`src/rtl/stage_1_if.sv`:
```
// Fetch stage: PC generation, instruction SRAM request and IF->ID handshake with a one-entry stall buffer.
// Optional build macro IF_PERF_CNT_EN adds the perf_fetch_cnt / perf_flush_cnt counters.
module stage_1_if #(
  parameter logic [31:0] RESET_PC = 32'h1c000000
) (
  input  logic        clk,
  input  logic        reset,
  input  logic        allow_2,
  output logic        valid_1,
  output logic [63:0] stage_1_to_2,
  input  logic        br_taken,
  input  logic [31:0] br_target,
  output logic        inst_sram_en,
  output logic [3:0]  inst_sram_we,
  output logic [31:0] inst_sram_addr,
  output logic [31:0] inst_sram_wdata,
  input  logic [31:0] inst_sram_rdata
`ifdef IF_PERF_CNT_EN
  ,
  output logic [31:0] perf_fetch_cnt,
  output logic [31:0] perf_flush_cnt
`endif
);

  localparam logic [31:0] PC_BEFORE_RESET = RESET_PC - 32'd4;

  logic [31:0] pc_q, pc_d;
  logic        valid_q, valid_d;
  logic [31:0] ibuf_q, ibuf_d;
  logic        ibuf_v_q, ibuf_v_d;
  logic        allow_1;
  logic [31:0] nextpc;
  logic [31:0] inst_out;

  always_comb begin
    allow_1  = ~valid_q | allow_2 | br_taken;
    nextpc   = br_taken ? br_target : pc_q + 32'd4;
    pc_d     = pc_q;
    valid_d  = valid_q;
    ibuf_d   = ibuf_q;
    ibuf_v_d = ibuf_v_q;
    if (allow_1) begin
      pc_d     = nextpc;
      valid_d  = 1'b1;
      ibuf_v_d = 1'b0;
    end else if (!ibuf_v_q) begin
      // First stall cycle: capture the read data before the SRAM output drifts.
      ibuf_d   = inst_sram_rdata;
      ibuf_v_d = 1'b1;
    end
  end

  always_ff @(posedge clk) begin
    if (reset) begin
      pc_q     <= PC_BEFORE_RESET;
      valid_q  <= 1'b0;
      ibuf_q   <= 32'd0;
      ibuf_v_q <= 1'b0;
    end else begin
      pc_q     <= pc_d;
      valid_q  <= valid_d;
      ibuf_q   <= ibuf_d;
      ibuf_v_q <= ibuf_v_d;
    end
  end

  assign inst_out        = ibuf_v_q ? ibuf_q : inst_sram_rdata;
  assign stage_1_to_2    = {inst_out, pc_q};
  // A redirect cancels the sequential instruction currently held in IF.
  assign valid_1         = valid_q & ~br_taken;
  assign inst_sram_en    = allow_1 & ~reset;
  assign inst_sram_addr  = nextpc;
  assign inst_sram_we    = 4'b0;
  assign inst_sram_wdata = 32'b0;

`ifdef IF_PERF_CNT_EN
  logic [31:0] fetch_cnt_q, fetch_cnt_d;
  logic [31:0] flush_cnt_q, flush_cnt_d;

  always_comb begin
    fetch_cnt_d = fetch_cnt_q + {31'd0, valid_1 & allow_2};
    flush_cnt_d = flush_cnt_q + {31'd0, valid_q & br_taken};
  end

  always_ff @(posedge clk) begin
    if (reset) begin
      fetch_cnt_q <= 32'd0;
      flush_cnt_q <= 32'd0;
    end else begin
      fetch_cnt_q <= fetch_cnt_d;
      flush_cnt_q <= flush_cnt_d;
    end
  end

  assign perf_fetch_cnt = fetch_cnt_q;
  assign perf_flush_cnt = flush_cnt_q;
`endif

endmodule

```
`config.mk`:
```
export PLATFORM = sky130hd
export DESIGN_NAME = stage_1_if
export DESIGN_NICKNAME = d
export VERILOG_FILES = /design/src/rtl/stage_1_if.sv
export SDC_FILE = /design/constraint.sdc
export NUM_CORES = 1
export LEC_CHECK = 0
export BUFFER_PORTS_ARGS = -buffer_cell sky130_fd_sc_hd__buf_4
export CORE_AREA = 4 4 116 118
export DETAILED_ROUTE_END_ITERATION = 7
export DIE_AREA = 0 0 120 122
export SLEW_MARGIN = 25
export SYNTH_ARGS = -nofsm -noshare
export SYNTH_HDL_FRONTEND = slang
export SYNTH_SLANG_ARGS = --single-unit
```
`constraint.sdc`:
```
create_clock -name clk -period 2.95 [get_ports clk]
set_clock_uncertainty 0.05 [all_clocks]
set_input_delay 0.59 -clock clk [delete_from_list [all_inputs] [get_ports clk]]
set_output_delay 0.59 -clock clk [all_outputs]
set_load 0.02 [all_outputs]
```
==> results.py, run 1 <==
metrics = {
    "floorplan": {
        "die-height_um": 122,
        "coreArea_mm2": 0.0125,
        "die_x_um": 120,
        "start_util": 0.342,
        "io_pins": 202,
        "dieArea_mm2": 0.0146,
        "num_rows": 41,
    },
    "global_route": {
        "use_met1": 0.230,
        "grt_max_degree": 42,
        "met2_usage": 0.292,
        "grt_pass1_wl_um": 21800,
        "globalRouteTotalUtil": 0.185,
        "grt_busiest_layer": "met2",
        "grt_pass1_vias": 4277,
        "antenna_found_initial": 0,
        "grt-ovfl-total": 0,
        "grt_use_met3": 0.0576,
    },
    "logic_synthesis": {
        "ys.flop_type": "dfxtp_1",
        "async_reset_ff_frac": 0,
        "synthTopCellsByArea": "dfxtp_1 (31%), mux2_2 (11%), nor2_1 (7.9%)",
        "synth_top_area_share": 0.310,
        "mappedNetlistArea_mm2": 0.00426,
        "synth_edf_count": 0,
        "synth_top_area_cell": "dfxtp_1",
        "ys_warn_count": 0,
        "avgSynthCellArea_um2": 7.75,
        "synthCells": 550,
        "synth_cell_types": 49,
        "ys_seq_elements": 66,
        "seq_area_frac_synth": 0.310,
    },
    "final_layout": {
        "diodes": 0,
        "fillers": 1229,
        "seqCellArea_mm2": 0.00133,
        "fin_util": 0.479,
        "area_delta_synth_final_pct": 40.2,
        "multi_input_area_mm2": 0.00266,
        "nNetsFinal": 785,
        "layout-drive-gt1-share": 0.369,
    },
    "critical_path": {
        "worstSetupPathType": "flip-flop to output pin",
        "slowest_delay_ns": 0.62,
        "crit_slowest_cell": "or4b_4",
        "crit-reg2reg-launch": "pc_q[2]$_SDFFE_PP1N_",
        "crit_arrival_ns": 2.20,
        "worstSetupStartpointType": "flip-flop",
        "cp-end-kind": "output pin",
        "crit_required_ns": 2.31,
        "rrSetupSlack_ns": 0.86,
        "rr_worst_depth": 6,
        "crit_path_cell_trace": "ha_2, nand4_1, or4b_4, nor2_2, xnor2_1, a21oi_1, buf_4",
        "cp.buffers_inverters": 1,
        "worst-path-max-fanout": 6,
        "critical_path.top_delay_family": "simple AND/OR/NAND/NOR gates",
        "timing.rr.end": "pc_q[18]$_SDFFE_PP1N_",
    },
    "timing": {
        "hold_viol_final": 0,
        "tightest_slew_ns": 0.762,
        "hold_ws_ns": 0.442,
        "slew_viol_final": 0,
        "timing.final.crit_share": 0.963,
        "min_period_ns": 2.84,
        "max_slew_margin": 0.492,
        "max_freq_ghz": 0.352,
        "finalSetupViolCount": 0,
    },
    "run": {
        "cap_violations": 0,
    },
    "route": {
        "avgRoutedWirePerCell_um": 15.5,
        "dr.pass1.iters": 4,
        "num_vias": 4394,
        "drt_iter0_markers": 190,
        "drc_errors": 0,
        "routed_via_density": 4.92,
        "drt_wl_total_um": 13900,
        "ant_nets": 0,
    },
    "power_and_ir_drop": {
        "total_power_w": 0.00299,
        "cellLeakagePower_nw": 2.60,
        "pwr_density_cell_mw_per_mm2": 501,
        "ir_drop_v": 0.000226,
    },
    "place": {
        "gp_congestion": 0.850,
        "hpwl_um": 10100,
        "port_buffers": 165,
    },
    "min_path": {
        "hp-start": "ibuf_q[26]$_SDFFE_PP0P_",
        "worstHoldPathCells": 2,
        "min_to": "ibuf_q[26]$_SDFFE_PP0P_",
        "hold_class": "flip-flop to flip-flop",
    },
    "clocking": {
        "htree_num_levels": 3,
        "insertion_delay_ns": 0.34,
        "root_buffer": "clkbuf_16",
        "cts_sinks": 66,
        "clk_pin_slew_worst_paths_ns": 0.06,
        "clk_path_buf_depth": 2,
        "cts_buffers": 9,
        "ctsHoldBuffers": 0,
        "cts_tree": "built",
    },
    "outcome": {
        "status": "completed",
    },
}
-- power by group --
group | internal, W | switching, W | total [W]
clock network | 0.000648 | 0.000414 | 0.00106
registers | 0.000951 | 0.0000626 | 0.00101
logic | 0.000393 | 0.000523 | 0.000917
total | 0.00199 | 0.00100 | 0.00299
-- layer usage --
layer | vias to the layer above | part of all wire
li1 | 2178 | -
met3 | 20 | 0.084
met4 | 0 | 0.022
met2 | 171 | 0.46
met1 | 2025 | 0.44
met5 | - | 0
-- layout make-up --
type	instances	area share
Multi-Input combinational cell	439	0.445
Timing Repair Buffer	193	0.245
Sequential cell	66	0.222
Clock buffer	10	0.0383
Tap cell	172	0.0360
Clock inverter	6	0.00963
Inverter	7	0.00440
-- metrics by stage --
step	TNS, ns	setup slack, ns	std cells	area, um2
6_report	0	0.109	893	5980
5_1_grt	-0.0000517	-0.0000517	893	5980
4_1_cts	0	0.0112	890	5930
3_5_place_dp	0	0.286	874	5640
3_3_place_gp	0	0.346	874	5640
2_1_floorplan	0	0.111	585	4390
-- synthesized netlist by cell type (all sizes together), types with 3 or more instances --
cell and count:
nor2 90, dfxtp 66, nor3 47, buf 42, mux2 40, nand2 36, clkbuf 31, nand3 30
o21ai 24, xor2 22, a21oi 17, xnor2 15, nand4 13, inv 7, nand2b 6, a21boi 5
and2 5, and3 5, nor4 5, o211ai 5, o22ai 4, a211oi 3, a311oi 3
-- flip-flops by register name, summed over array words and instances, names as in the netlist --
name,flops
ibuf_q,32
pc_q,32
valid_q,1
ibuf_v_q,1
-- tightest hold or removal path, delay by kind of cell (launching register included) --
kind             cells  cell delay, ns
flip-flops           1            0.30
AND/OR/NAND/NOR      2            0.14
-- what timing repair did --
action	4_1_cts	5_1_grt
resized for setup	1	9
setup endpoints to repair	4	13
pin swaps	1	4
setup buffers	0	3
gates cloned	0	0
-- worst max path at each step --
stage,startpoint,to,slack (ns),cells after the start
after floorplan,pc_q[2]$_SDFFE_PP1N_,inst_sram_addr[20],0.11,6
final,pc_q[2]$_SDFFE_PP1N_,inst_sram_addr[18],0.11,7
after global routing,pc_q[6]$_SDFFE_PP1N_,inst_sram_addr[23],-0.00005,8
after detailed placement,pc_q[13]$_SDFFE_PP1N_,inst_sram_addr[24],0.29,6
after CTS,pc_q[2]$_SDFFE_PP1N_,inst_sram_addr[18],0.01,7
after global placement,pc_q[13]$_SDFFE_PP1N_,inst_sram_addr[28],0.35,6
-- cells in the final DEF (no fill, tap or decap), types with 9 or more instances in the layout --
cell       count
clkbuf_16      9
nor3_1        46
xor2_1        22
dfxtp_1       62
o21ai_0       24
buf_4        192
xnor2_1       15
nand4_1       11
nand3_1       29
mux2_2        40
nor2_1        89
conb_1        36
nand2_1       36
a21oi_1       17
-- logic make-up after synthesis --
| family | Yosys count | share of synthesized area |
|---|---|---|
| fa+ha+maj | 1 | 0.00294 |
| mux | 42 | 0.110 |
| xor+xnor | 37 | 0.0760 |
| buf+inv | 80 | 0.103 |
| simple gates | 248 | 0.285 |
| other cells | 1 | 0.000880 |
| compound gates | 75 | 0.112 |
| flops | 66 | 0.310 |
(Power assumes the default switching activity.)
==> inputs of run 2 (changes only) <==
--- a/config.mk
+++ b/config.mk
@@ -5,10 +5,12 @@
 export SDC_FILE = /design/constraint.sdc
 export NUM_CORES = 1
 export LEC_CHECK = 0
+export ABC_AREA = 1
 export BUFFER_PORTS_ARGS = -buffer_cell sky130_fd_sc_hd__buf_4
-export CORE_AREA = 4 4 116 118
+export CORE_AREA = 4 4 113 115
+export CTS_CLUSTER_SIZE = 24
 export DETAILED_ROUTE_END_ITERATION = 7
-export DIE_AREA = 0 0 120 122
+export DIE_AREA = 0 0 117 119
 export SLEW_MARGIN = 25
 export SYNTH_ARGS = -nofsm -noshare
 export SYNTH_HDL_FRONTEND = slang
==> run 2 against run 1 <==
Combinational power fell by 7.1%. Sequential share of layout area is 1.4 points higher. Highest routed layer unchanged. Fmax rose by 2.4%. Global-route usage down 0.41 points. First-iteration DRC count grew 75%. Utilization is 0.51 points lower. Sequential power is essentially flat. Critical path type unchanged. Clock-buffer cell count is 1 higher.
==> results.py, run 2 <==
metrics = {
    "power_and_ir_drop": {
        "total_power_w": 0.00299,
        "cellLeakagePower_nw": 3.03,
        "ir_drop_v": 0.000234,
        "pwr_density_cell_mw_per_mm2": 534,
    },
    "logic_synthesis": {
        "synth_common_cells": "nand2_1 (240), dfxtp_1 (66), inv_1 (59)",
        "avgSynthCellArea_um2": 6.43,
        "synth_top_area_cell": "dfxtp_1",
        "synth_edf_count": 0,
        "mappedNetlistArea_mm2": 0.00408,
        "async_reset_ff_frac": 0,
        "synth.most_common_cell": "nand2_1",
        "ys.flop_type": "dfxtp_1",
        "synth_top_area_share": 0.324,
        "synth_cell_types": 35,
        "seq_area_frac_synth": 0.324,
        "ys_seq_elements": 66,
        "synthTopCellsByArea": "dfxtp_1 (32%), nand2_1 (22%), a22o_1 (6.9%)",
        "synthCells": 634,
        "ys_warn_count": 0,
    },
    "clocking": {
        "cts_resized": 0,
        "cts_tree": "built",
        "ctsHoldBuffers": 0,
        "root_buffer": "clkbuf_16",
        "cts_buffers": 9,
        "cts_sinks": 66,
        "post_cts_buffers": 0,
        "clk_pin_slew_worst_paths_ns": 0.06,
        "htree_num_levels": 3,
        "clk_path_buf_depth": 2,
        "insertion_delay_ns": 0.32,
    },
    "route": {
        "num_vias": 4419,
        "avgRoutedWirePerCell_um": 13.8,
        "routed_via_density": 4.69,
        "ant_nets": 0,
        "dr.pass1.iters": 5,
        "drc_errors": 0,
        "drt_iter0_markers": 333,
        "drt_wl_total_um": 13000,
    },
    "final_layout": {
        "fillers": 1248,
        "seqCellArea_mm2": 0.00132,
        "area_delta_synth_final_pct": 37.5,
        "final_cell_mix": "nand2_1 (240), buf_4 (169), dfxtp_1 (66)",
        "nNetsFinal": 859,
        "diodes": 0,
        "layout-drive-gt1-share": 0.264,
        "multi_input_area_mm2": 0.00226,
        "layout_commonest_cell": "nand2_1",
        "top_regs": "ibuf_q (32), pc_q (32)",
    },
    "floorplan": {
        "num_rows": 40,
        "die_x_um": 117,
        "start_util": 0.345,
        "dieArea_mm2": 0.0139,
        "die-height_um": 119,
        "io_pins": 202,
        "coreArea_mm2": 0.0118,
    },
    "timing": {
        "hold_viol_final": 0,
        "min_period_ns": 2.78,
        "tightest_slew_ns": 0.952,
        "finalSetupViolCount": 0,
        "timing.final.crit_share": 0.941,
        "final.setup.tns_ns": 0,
        "rsz0062_at_grt": "no",
        "slew_viol_final": 0,
        "max_freq_ghz": 0.360,
        "max_slew_margin": 0.365,
    },
    "min_path": {
        "hold_class": "flip-flop to flip-flop",
    },
    "place": {
        "gp_congestion": 0.910,
        "hpwl_um": 9900,
        "port_buffers": 165,
    },
    "critical_path": {
        "crit_path_cell_trace": "ha_1, nand2_1, nor2_1, nand2_1, nor2_1, nand2_1, nand2_1, nand3_1, and2_1, buf_4",
        "cp.buffers_inverters": 1,
        "crit_required_ns": 2.31,
        "worst_path_most_repeated_cell": "nand2_1",
        "worstSetupStartpointType": "flip-flop",
        "crit_slowest_cell": "dfxtp_1",
        "cp-end-kind": "output pin",
        "critical_path.top_delay_family": "simple AND/OR/NAND/NOR gates",
        "crit_arrival_ns": 2.14,
        "worst-path-max-fanout": 5,
        "worstSetupPathType": "flip-flop to output pin",
        "slowest_delay_ns": 0.39,
    },
    "run": {
        "cap_violations": 0,
    },
    "outcome": {
        "status": "completed",
    },
    "global_route": {
        "grt_pass1_wl_um": 20300,
        "antenna_found_initial": 0,
        "grt_pass1_vias": 4072,
        "grt_max_degree": 44,
        "grt-ovfl-total": 0,
        "globalRouteTotalUtil": 0.181,
    },
}
==> run 2: final cells by class <==
cell class,count,share of cell area
Clock buffer,11,0.0415
Clock inverter,5,0.0141
Inverter,63,0.0422
Multi-Input combinational cell,480,0.403
Sequential cell,66,0.236
Tap cell,147,0.0328
Timing Repair Buffer,170,0.230
==> run 2: stage by stage <==
stage / std cells / setup slack, ns / utilization / area [um2] / hold WS [ns]
floorplan: 669 / 0.716 / - / 4210 / 0.392
global placement: 926 / 0.462 / 0.448 / 5290 / 0.405
detailed placement: 926 / 0.433 / 0.448 / 5290 / 0.406
CTS: 942 / 0.198 / 0.474 / 5600 / 0.425
global route: 942 / 0.0000380 / 0.474 / 5600 / 0.440
finish: 942 / 0.174 / 0.474 / 5600 / 0.421
==> run 2: report_power, final <==
group          internal (W)  total, W  switching (W)  leakage [nW]
Clock              0.000739   0.00113       0.000389         0.153
Combinational      0.000327  0.000852       0.000525          2.33
Sequential         0.000947   0.00101      0.0000668         0.543
Total               0.00201   0.00299       0.000981          3.03
==> run 2: kinds of logic after synthesis <==
kind of cell	synth area share
fa+ha+maj	0.00307
xor+xnor	0.00645
flops	0.324
compound gates	0.124
other cells	0.000920
simple gates	0.388
buf+inv	0.154
==> run 2: worst paths after layout <==
path | slack, ns | cells past startpoint | to | start
setup / recovery | 0.17 | 10 | inst_sram_addr[28] | pc_q[3]$_SDFFE_PP1N_
hold / removal | 0.42 | 1 | ibuf_q[19]$_SDFFE_PP0P_ | ibuf_q[19]$_SDFFE_PP0P_
setup reg to reg | 1.11 | 10 | pc_q[28]$_SDFFE_PP1N_ | pc_q[3]$_SDFFE_PP1N_
hold reg to reg | 0.42 | 1 | ibuf_q[19]$_SDFFE_PP0P_ | ibuf_q[19]$_SDFFE_PP0P_
==> run 2: layer usage <==
layer / GRT usage / vias up / part of all wire
li1: - / 2259 / -
met1: 0.249 / 1986 / 0.45
met2: 0.294 / 163 / 0.47
met3: 0.0295 / 11 / 0.067
met4: 0.0430 / 0 / 0.012
met5: 0 / - / 0
